===== config.mk =====
export PLATFORM = sky130hd
export DESIGN_NAME = mips_multicycle_ctrl_flat
export DESIGN_NICKNAME = d
export VERILOG_FILES = /design/src/rtl/mips_multicycle_ctrl_if.sv /design/src/rtl/mips_multicycle_ctrl.sv /design/src/flat_wrapper.sv
export SDC_FILE = /design/constraint.sdc
export NUM_CORES = 1
export LEC_CHECK = 0
export ABC_AREA = 0
export ABC_CLOCK_PERIOD_IN_PS = 3300
export CAP_MARGIN = 20
export CORE_MARGIN = 3
export CORE_UTILIZATION = 47
export CTS_CLUSTER_SIZE = 14
export DETAILED_ROUTE_END_ITERATION = 6
export PLACE_DENSITY = 0.84
export REMOVE_ABC_BUFFERS = 1
export SETUP_SLACK_MARGIN = 0.3
export SLEW_MARGIN = 20
export SYNTH_ARGS = -nofsm -noshare
export SYNTH_HDL_FRONTEND = slang
export SYNTH_SLANG_ARGS = --single-unit

===== constraint.sdc =====
create_clock -name clk -period 3.3 [get_ports clk]
set_input_delay 0.33 -clock clk [delete_from_list [all_inputs] [get_ports clk]]
set_output_delay 0.33 -clock clk [all_outputs]
set_load 0.1 [all_outputs]

===== src/rtl/mips_multicycle_ctrl_if.sv =====
// mips_multicycle_ctrl_if: opcode/handshake inputs and control/debug outputs between
// the multicycle controller (master) and the shared datapath (slave)
interface mips_multicycle_ctrl_if;
  logic [5:0]  op;
  logic        mem_ready;
  logic        IorD;
  logic        IRWrite;
  logic        PCWrite;
  logic        Branch;
  logic [1:0]  PCSrc;
  logic        ALUSrcA;
  logic [1:0]  ALUSrcB;
  logic        ext_sel;
  logic [1:0]  ALUOp;
  logic        RegDst;
  logic        MemtoReg;
  logic        RegWrite;
  logic        MemWrite;
  logic [3:0]  state;
  logic        instr_done;
  logic        illegal_op;
  logic [31:0] instr_count;
  modport master (
    input  op, mem_ready,
    output IorD, IRWrite, PCWrite, Branch, PCSrc, ALUSrcA, ALUSrcB, ext_sel, ALUOp,
           RegDst, MemtoReg, RegWrite, MemWrite, state, instr_done, illegal_op, instr_count
  );
  modport slave (
    output op, mem_ready,
    input  IorD, IRWrite, PCWrite, Branch, PCSrc, ALUSrcA, ALUSrcB, ext_sel, ALUOp,
           RegDst, MemtoReg, RegWrite, MemWrite, state, instr_done, illegal_op, instr_count
  );
endinterface


===== src/rtl/mips_multicycle_ctrl.sv =====
// mips_multicycle_ctrl: main control FSM of the multicycle MIPS core, with a
// retired-instruction counter and an illegal-opcode pulse for debug
module mips_multicycle_ctrl (
  input  logic clk,
  input  logic rst_n,
  mips_multicycle_ctrl_if.master bus
);
  typedef enum logic [3:0] {
    FETCH = 4'd0, DECODE = 4'd1, MEMADR = 4'd2, MEMRD = 4'd3, MEMWB = 4'd4, MEMWR = 4'd5,
    RTYPEEX = 4'd6, ALUWB = 4'd7, BEQ = 4'd8, IMMEX = 4'd9, IMMWB = 4'd10, JUMP = 4'd11
  } state_t;
  localparam logic [5:0] OP_LW = 6'h23, OP_SW = 6'h2b, OP_R = 6'h00, OP_BEQ = 6'h04,
                         OP_ADDI = 6'h08, OP_ORI = 6'h0d, OP_J = 6'h02;
  state_t      state_q, state_d;
  logic        instr_done_q, instr_done_d;
  logic        illegal_op_q, illegal_op_d;
  logic [31:0] instr_count_q, instr_count_d;
  logic        retire, is_ori;
  assign is_ori = bus.op == OP_ORI;
  always_comb begin
    state_d = FETCH;
    case (state_q)
      FETCH:   state_d = bus.mem_ready ? DECODE : FETCH;
      DECODE:  state_d = (bus.op == OP_LW || bus.op == OP_SW) ? MEMADR :
                         bus.op == OP_R ? RTYPEEX :
                         bus.op == OP_BEQ ? BEQ :
                         (bus.op == OP_ADDI || is_ori) ? IMMEX :
                         bus.op == OP_J ? JUMP : FETCH;
      MEMADR:  state_d = bus.op == OP_SW ? MEMWR : MEMRD;
      MEMRD:   state_d = bus.mem_ready ? MEMWB : MEMRD;
      MEMWR:   state_d = bus.mem_ready ? FETCH : MEMWR;
      RTYPEEX: state_d = ALUWB;
      IMMEX:   state_d = IMMWB;
      default: state_d = FETCH;
    endcase
    retire = state_d == FETCH && state_q inside {MEMWB, MEMWR, ALUWB, BEQ, IMMWB, JUMP};
    instr_done_d = retire;
    illegal_op_d = state_q == DECODE && state_d == FETCH;
    instr_count_d = instr_count_q + {31'd0, retire};
  end
  always_ff @(posedge clk or negedge rst_n) begin
    if (!rst_n) begin
      state_q       <= FETCH;
      instr_done_q  <= 1'b0;
      illegal_op_q  <= 1'b0;
      instr_count_q <= 32'd0;
    end else begin
      state_q       <= state_d;
      instr_done_q  <= instr_done_d;
      illegal_op_q  <= illegal_op_d;
      instr_count_q <= instr_count_d;
    end
  end
  // write enables are gated by rst_n so the mem_ready-dependent FETCH terms stay low in reset
  assign bus.IRWrite  = rst_n && state_q == FETCH && bus.mem_ready;
  assign bus.PCWrite  = rst_n && ((state_q == FETCH && bus.mem_ready) || state_q == JUMP);
  assign bus.Branch   = rst_n && state_q == BEQ;
  assign bus.RegWrite = rst_n && state_q inside {MEMWB, ALUWB, IMMWB};
  assign bus.MemWrite = rst_n && state_q == MEMWR;
  assign bus.IorD     = state_q inside {MEMRD, MEMWR};
  assign bus.PCSrc    = state_q == BEQ ? 2'b01 : state_q == JUMP ? 2'b10 : 2'b00;
  assign bus.ALUSrcA  = state_q inside {MEMADR, RTYPEEX, BEQ, IMMEX};
  assign bus.ALUSrcB  = state_q == FETCH ? 2'b01 : state_q == DECODE ? 2'b11 :
                        state_q inside {MEMADR, IMMEX} ? 2'b10 : 2'b00;
  assign bus.ext_sel  = state_q inside {IMMEX, IMMWB} && is_ori;
  assign bus.ALUOp    = state_q == RTYPEEX ? 2'b10 : state_q == BEQ ? 2'b01 :
                        (state_q == IMMEX && is_ori) ? 2'b11 : 2'b00;
  assign bus.RegDst   = state_q == ALUWB;
  assign bus.MemtoReg = state_q == MEMWB;
  assign bus.state    = state_q;
  assign bus.instr_done  = instr_done_q;
  assign bus.illegal_op  = illegal_op_q;
  assign bus.instr_count = instr_count_q;
endmodule


===== src/flat_wrapper.sv =====
// flat-port wrapper written by rule: the top's interface ports become plain ports
module mips_multicycle_ctrl_flat 
  (clk, rst_n, bus_op, bus_mem_ready, bus_IorD, bus_IRWrite, bus_PCWrite, bus_Branch, bus_PCSrc, bus_ALUSrcA, bus_ALUSrcB, bus_ext_sel, bus_ALUOp, bus_RegDst, bus_MemtoReg, bus_RegWrite, bus_MemWrite, bus_state, bus_instr_done, bus_illegal_op, bus_instr_count);
  mips_multicycle_ctrl_if bus_i ();
  input  logic clk;
  input  logic rst_n;
  input wire logic [$bits(bus_i.op)-1:0] bus_op;
  input wire logic [$bits(bus_i.mem_ready)-1:0] bus_mem_ready;
  output wire logic [$bits(bus_i.IorD)-1:0] bus_IorD;
  output wire logic [$bits(bus_i.IRWrite)-1:0] bus_IRWrite;
  output wire logic [$bits(bus_i.PCWrite)-1:0] bus_PCWrite;
  output wire logic [$bits(bus_i.Branch)-1:0] bus_Branch;
  output wire logic [$bits(bus_i.PCSrc)-1:0] bus_PCSrc;
  output wire logic [$bits(bus_i.ALUSrcA)-1:0] bus_ALUSrcA;
  output wire logic [$bits(bus_i.ALUSrcB)-1:0] bus_ALUSrcB;
  output wire logic [$bits(bus_i.ext_sel)-1:0] bus_ext_sel;
  output wire logic [$bits(bus_i.ALUOp)-1:0] bus_ALUOp;
  output wire logic [$bits(bus_i.RegDst)-1:0] bus_RegDst;
  output wire logic [$bits(bus_i.MemtoReg)-1:0] bus_MemtoReg;
  output wire logic [$bits(bus_i.RegWrite)-1:0] bus_RegWrite;
  output wire logic [$bits(bus_i.MemWrite)-1:0] bus_MemWrite;
  output wire logic [$bits(bus_i.state)-1:0] bus_state;
  output wire logic [$bits(bus_i.instr_done)-1:0] bus_instr_done;
  output wire logic [$bits(bus_i.illegal_op)-1:0] bus_illegal_op;
  output wire logic [$bits(bus_i.instr_count)-1:0] bus_instr_count;
  assign bus_i.op = bus_op;
  assign bus_i.mem_ready = bus_mem_ready;
  assign bus_IorD = bus_i.IorD;
  assign bus_IRWrite = bus_i.IRWrite;
  assign bus_PCWrite = bus_i.PCWrite;
  assign bus_Branch = bus_i.Branch;
  assign bus_PCSrc = bus_i.PCSrc;
  assign bus_ALUSrcA = bus_i.ALUSrcA;
  assign bus_ALUSrcB = bus_i.ALUSrcB;
  assign bus_ext_sel = bus_i.ext_sel;
  assign bus_ALUOp = bus_i.ALUOp;
  assign bus_RegDst = bus_i.RegDst;
  assign bus_MemtoReg = bus_i.MemtoReg;
  assign bus_RegWrite = bus_i.RegWrite;
  assign bus_MemWrite = bus_i.MemWrite;
  assign bus_state = bus_i.state;
  assign bus_instr_done = bus_i.instr_done;
  assign bus_illegal_op = bus_i.illegal_op;
  assign bus_instr_count = bus_i.instr_count;
  mips_multicycle_ctrl u_core (.clk(clk), .rst_n(rst_n), .bus(bus_i));
endmodule

* Word-level counts from Yosys, hierarchy flattened
Index checks and enable logic that the tools add are counted.
** Cells by class
- Reductions and logical operators :: 23
- Add/subtract/negate cells :: 1
- Equal/unequal tests :: 17
- Mux-type cells :: 18
** Operator list (count)
- $add A32 B1 Y32 :: 1
- $pmux W4 S7 :: 1
- $mux W4 :: 5
- $eq A4 B3 Y1 const B :: 4
- $eq A4 B4 Y1 const B :: 4
- $mux W2 :: 8
- $eq A6 B4 Y1 const B :: 2
- $eq A6 B6 Y1 const B :: 2
- $logic_and A1 B1 Y1 :: 11
- $mux W3 :: 3
- $eq A4 B2 Y1 const B :: 2
- $logic_not A4 Y1 :: 2
- $eq A6 B2 Y1 const B :: 1
- $eq A6 B3 Y1 const B :: 1
- $logic_not A6 Y1 :: 1
- $reduce_bool A2 Y1 :: 3
- $reduce_bool A6 Y1 :: 1
- $eq A4 B1 Y1 const B :: 1
- $reduce_bool A4 Y1 :: 1
- $logic_or A1 B1 Y1 :: 3
- $reduce_bool A3 Y1 :: 1
- $mux W1 :: 1
** Storage, ports and cells
- Logic and storage cells :: 63
- Output and inout port bits :: 54
- Input bits :: 9
- Register bits :: 38

* Longest topological paths before layout
- Word-level depth :: 10
- Depth in mapped cells :: 11
- Gate-level depth less buffers :: 10

* Least setup slack after synthesis
Ideal clock, no wire load.
- Kind :: register -> output
- Start point :: register u_core.state_q[2] (netlist: u_core.bus.state[2])
- End point :: output port bus_RegWrite
- Buffers on the path :: 0
- Cell stages (with the launch flop) :: 5
- Required time :: 2.970 ns
- Path slack :: -1.811 ns
- Data arrival time :: 4.781 ns
- Path through :: dfrtp_1 nand2b_1 nor3_1 a21oi_1 nor2b_1
** Between the ends
- Longest elaborated chain between the ends :: 3
- Elaborated cells between the ends (all ways) :: 5
- Those cells by class :: eq/ne: 3; reduce/logical: 2
** Ends and longest elaborated chain
- from (decl) :: RTL line mips_multicycle_ctrl.sv:14 : state_t state_q, state_d;
- from (signal assigned) :: RTL line mips_multicycle_ctrl.sv:48 : state_q <= state_d;
- $eq A4 B3 Y1
- net bus_MemtoReg :: RTL line flat_wrapper.sv:19 : output wire logic [$bits(bus_i.MemtoReg)-1:0] bus_MemtoReg;
- $reduce_bool A3 Y1 :: RTL line mips_multicycle_ctrl.sv:58 : assign bus.RegWrite = rst_n && state_q inside {MEMWB, ALUWB, IMMWB};
- $logic_and A1 B1 Y1 :: RTL line mips_multicycle_ctrl.sv:58
- to (decl) :: RTL line flat_wrapper.sv:20 : output wire logic [$bits(bus_i.RegWrite)-1:0] bus_RegWrite;
The timed path passes the listed nets, and every way through them passes these cells.

* Worst setup path in the final report
- Start point :: register u_core.state_q[0] (netlist: u_core.bus.state[0])
- End point :: register u_core.instr_count_q[18] (netlist: u_core.bus.instr_count[18])
** Between the ends
- Longest elaborated chain between the ends :: 5
- Elaborated cells between the ends (all ways) :: 17
- Those cells by class :: add/sub: 1; eq/ne: 11; mux: 1; reduce/logical: 4
** Ends and longest elaborated chain
- $eq A4 B4 Y1 (tied with other cells) :: RTL line mips_multicycle_ctrl.sv:22 : case (state_q)
- $pmux W4 S7 * :: RTL line mips_multicycle_ctrl.sv:22
- net u_core.state_d[0] :: RTL line mips_multicycle_ctrl.sv:14
- $logic_not A4 Y1 * :: RTL line mips_multicycle_ctrl.sv:36 : retire = state_d == FETCH && state_q inside {MEMWB, MEMWR, ALUWB, BEQ, IMMWB, JUMP};
- $logic_and A1 B1 Y1 * :: RTL line mips_multicycle_ctrl.sv:36
- net u_core.instr_done_d :: RTL line mips_multicycle_ctrl.sv:15 : logic instr_done_q, instr_done_d;
- $add A32 B1 Y32 * :: RTL line mips_multicycle_ctrl.sv:39 : instr_count_d = instr_count_q + {31'd0, retire};
- net u_core.instr_count_d[18] :: RTL line mips_multicycle_ctrl.sv:17 : logic [31:0] instr_count_q, instr_count_d;
- to (signal assigned) :: RTL line mips_multicycle_ctrl.sv:51 : instr_count_q <= instr_count_d;
- to (decl) :: RTL line mips_multicycle_ctrl.sv:17
The timed path passes the listed nets; every way through them passes the cells marked *.

==> results.sh <==
export IMPL_synth_area_sq_um=2110
export IMPL_synth_area_leaders="dfrtp_1 (45%), xnor2_1 (12%), nand4_1 (4.8%)"
export IMPL_peakVddDrop_uv=607
export IMPL_synth_warnings=0
export IMPL_worstSetupPathType="flop to flop"
export IMPL_post_cts_resized=0
export IMPL_ys_types=40
export IMPL_period_minus_slack_ps=2760
export IMPL_fin_ws_ps=542
export IMPL_clock_sinks=38
export IMPL_netlist_instances=212
export IMPL_cts_root_buf="clkbuf_8"
export IMPL_fmax_mhz=363
export IMPL_dp_slack_ps=467
export IMPL_powerDensity_nw_per_um2=605
export IMPL_fin_crit_sh=0.836
export IMPL_worst_ep_arrival_time_ps=2980
export IMPL_antenna_found_initial=0
export IMPL_ys_seq_area_frac=0.452
export IMPL_area_growth_pct=33.8
export IMPL_pwr_share_seq=0.332
export IMPL_h_tree_depth=2
export IMPL_overflow=0
export IMPL_path_delay_family="simple AND/OR/NAND/NOR gates"
export IMPL_synth_compound_area_frac=0.0630
export IMPL_async_flop_share=1.00
export IMPL_grt_pass1_wl_um=8420
export IMPL_p_int_uw=855
export IMPL_synth_edff_count=0
export IMPL_synth_top_family_by_area="simple AND/OR/NAND/NOR gates"
export IMPL_synth_xor_xnor_area_share=0.133
export IMPL_hpwl_um=3690
export IMPL_hold_path_class="flop to flop"
export IMPL_gp_congestion=0.800
export IMPL_status="finished clean"
export IMPL_synth_seq_cells=38
export IMPL_cp_cell_sequence="nor2b_1 -> nand3_1 -> o22ai_1 -> nor2_1 -> ha_1 -> ha_1 -> and4_1 -> and4bb_2 -> nand3_1 -> xnor2_1"
export IMPL_synthMuxAreaShare=0.00475
export IMPL_cpMaxStageDelayCell="dfrtp_1"
export IMPL_p_clk_frac=0.190
export IMPL_start_util=0.505
export IMPL_critical_path_required_ps=3520
export IMPL_slowest_delay_ps=640
export IMPL_p_sw_uw=849
export IMPL_synth_top_cell_area_share=0.452
export IMPL_antennaDiodeCount=0
export IMPL_first_pass_iters=4
export IMPL_worst_path_buf_inv=0
export IMPL_synthSimpleGateAreaFrac=0.311
export IMPL_grt_max_degree=27
export IMPL_clk_path_buf_depth=2
export IMPL_ys_top_cells_by_count="dfrtp_1 (38), xnor2_1 (28), nand4_1 (16), nor2_1 (14), nand2_1 (12)"
export IMPL_vias_per_cell=5.73
export IMPL_synth_most_common_cell="dfrtp_1"
export IMPL_setup_tns_ps=0
export IMPL_grt_usage=0.200
export IMPL_wirelength_um=5020
export IMPL_nNetsFinal=288
export IMPL_relSlewSlack=0.330
export IMPL_grt_pass1_vias=1765
export IMPL_clock_latency_ps=290
export IMPL_worst_setup_path_start_kind="flop"
export IMPL_drv_cap=0
export IMPL_synth_area_leader_cell="dfrtp_1"
export IMPL_drc=0
export IMPL_io_pins=63
export IMPL_die_area_sq_um=5320
export IMPL_detail_route_antenna_nets=0
export IMPL_wire_per_inst_um=15.3
export IMPL_rsz0062_at_grt="no"
export IMPL_critPathCaptureType="flop"
export IMPL_clk_pin_slew_worst_paths_ps=70
export IMPL_synth_adder_area_share=0.0119
export IMPL_synth_top_flop_cell="dfrtp_1"
export IMPL_leakage_uw=0.00123
export IMPL_fin_skew_ps=5.28
export IMPL_port_buffers=62
export IMPL_switching_share=0.498
export IMPL_via_count=1880
export IMPL_drtIter0Drc=115
export IMPL_cts_tree="done"
export IMPL_coreArea_sq_um=4170
export IMPL_cts_made_buffers=5
export IMPL_p_comb_frac=0.479
export IMPL_hold_viol=0
export IMPL_die_width_um=72.9
export IMPL_drv_slew=0
export IMPL_critPathMaxFanout=17
export IMPL_setup_viol=0
export IMPL_tightestPinTransition_ps=1000
export IMPL_rows=23
export IMPL_syn_area_per_cell_sq_um=9.93
export IMPL_die_y_um=72.9
export IMPL_drive_gt1_frac=0.133
[flip-flops by register name, summed over array words and instances (netlist names)]
| signal | cells |
|---|---|
| u_core.bus.instr_count | 32 |
| u_core.bus.state | 4 |
| u_core.bus.instr_done | 1 |
| u_core.bus.illegal_op | 1 |
[area by class of cell]
| type | count | area [sq um] |
|---|---|---|
| clock inverter | 1 | 5.00 |
| fill | 352 | 1360 |
| clock buffer | 7 | 86.3 |
| sequential | 38 | 951 |
| inverter | 1 | 3.75 |
| multi-input combinational | 164 | 1100 |
| tap | 50 | 62.6 |
| timing repair buffer | 67 | 606 |
[worst register-to-register path, cell delays in order (launching register included)]
cell,delay [ps]
dfrtp_1,640
nor2b_1,390
nand3_1,210
o22ai_1,270
nor2_1,100
ha_1,200
ha_1,210
and4_1,210
and4bb_2,250
nand3_1,100
xnor2_1,110
[cell usage in the layout, fill, tap and decap left out, types with 4 or more instances in the layout]
cell | Yosys | routed
xor2_1 | 4 | 4
nand4_1 | 16 | 16
nand3_1 | 10 | 10
nor3b_1 | 4 | 4
nor2_1 | 14 | 14
o21ai_0 | 4 | 4
nand2b_1 | 4 | 4
dfrtp_1 | 38 | 38
clkdlybuf4s50_1 | 0 | 41
xnor2_1 | 28 | 28
nor2b_1 | 9 | 9
nand2_1 | 12 | 12
and4_1 | 7 | 7
nor3_1 | 9 | 9
clkbuf_8 | 0 | 6
buf_4 | 2 | 24
and3_1 | 11 | 11
[cell families (layout without fill, tap and decap cells)]
group / after synthesis / count (layout)
AOI/OAI and AO/OA: 20 / 20
xor gates and xnor gates: 32 / 32
adders and majority gates: 2 / 2
buffers and inverters: 10 / 76
DFF: 38 / 38
muxes: 1 / 1
and+or+nand+nor: 109 / 109
[power groups by stage]
stage	Combinational, uW	Sequential [uW]	Clock [uW]
after floorplan	349	835	0
after global placement	809	573	0
after detailed placement	816	573	0
after CTS	820	565	330
after global routing	848	573	355
final	816	565	323
[metrics by stage]
stage / hold WS [ps] / total power (uW) / cells / instance area (sq um) / util
6_report: 485 / 1700 / 328 / 2820 / 0.675
5_1_grt: 507 / 1780 / 328 / 2820 / 0.675
4_1_cts: 494 / 1720 / 328 / 2820 / 0.675
3_5_place_dp: 269 / 1390 / 319 / 2720 / 0.651
3_3_place_gp: 254 / 1380 / 319 / 2720 / 0.651
2_1_floorplan: 34.4 / 1180 / 203 / 2060 / -
[path summary, 6_finish.rpt]
path	startpoint	slack, ps	to	cells past startpoint
setup reg to reg	u_core.bus.state[0]	540	u_core.bus.instr_count[18]	10
max in group asynchronous	rst_n	2130	u_core.bus.instr_count[4]	3
setup / recovery	u_core.bus.state[0]	540	u_core.bus.instr_count[18]	10
min in group asynchronous	rst_n	500	u_core.bus.instr_count[10]	2
hold reg to reg	u_core.bus.instr_count[31]	480	u_core.bus.instr_count[31]	1
hold / removal	u_core.bus.instr_count[31]	480	u_core.bus.instr_count[31]	1
[timing repair]
item | 4_1_cts | 5_1_grt
endpoints found under the hold margin | 12 | 0
hold buffers | 1 | 0
buffers inserted | 0 | 0
[routing by layer]
layer	wire length, um	global-route usage	vias up
li1	-	-	894
met1	2270	0.280	932
met2	2480	0.316	47
met3	231	0.0482	7
met4	43	0.0430	0
met5	0	0	-
Power figures use the tool's default switching activity.
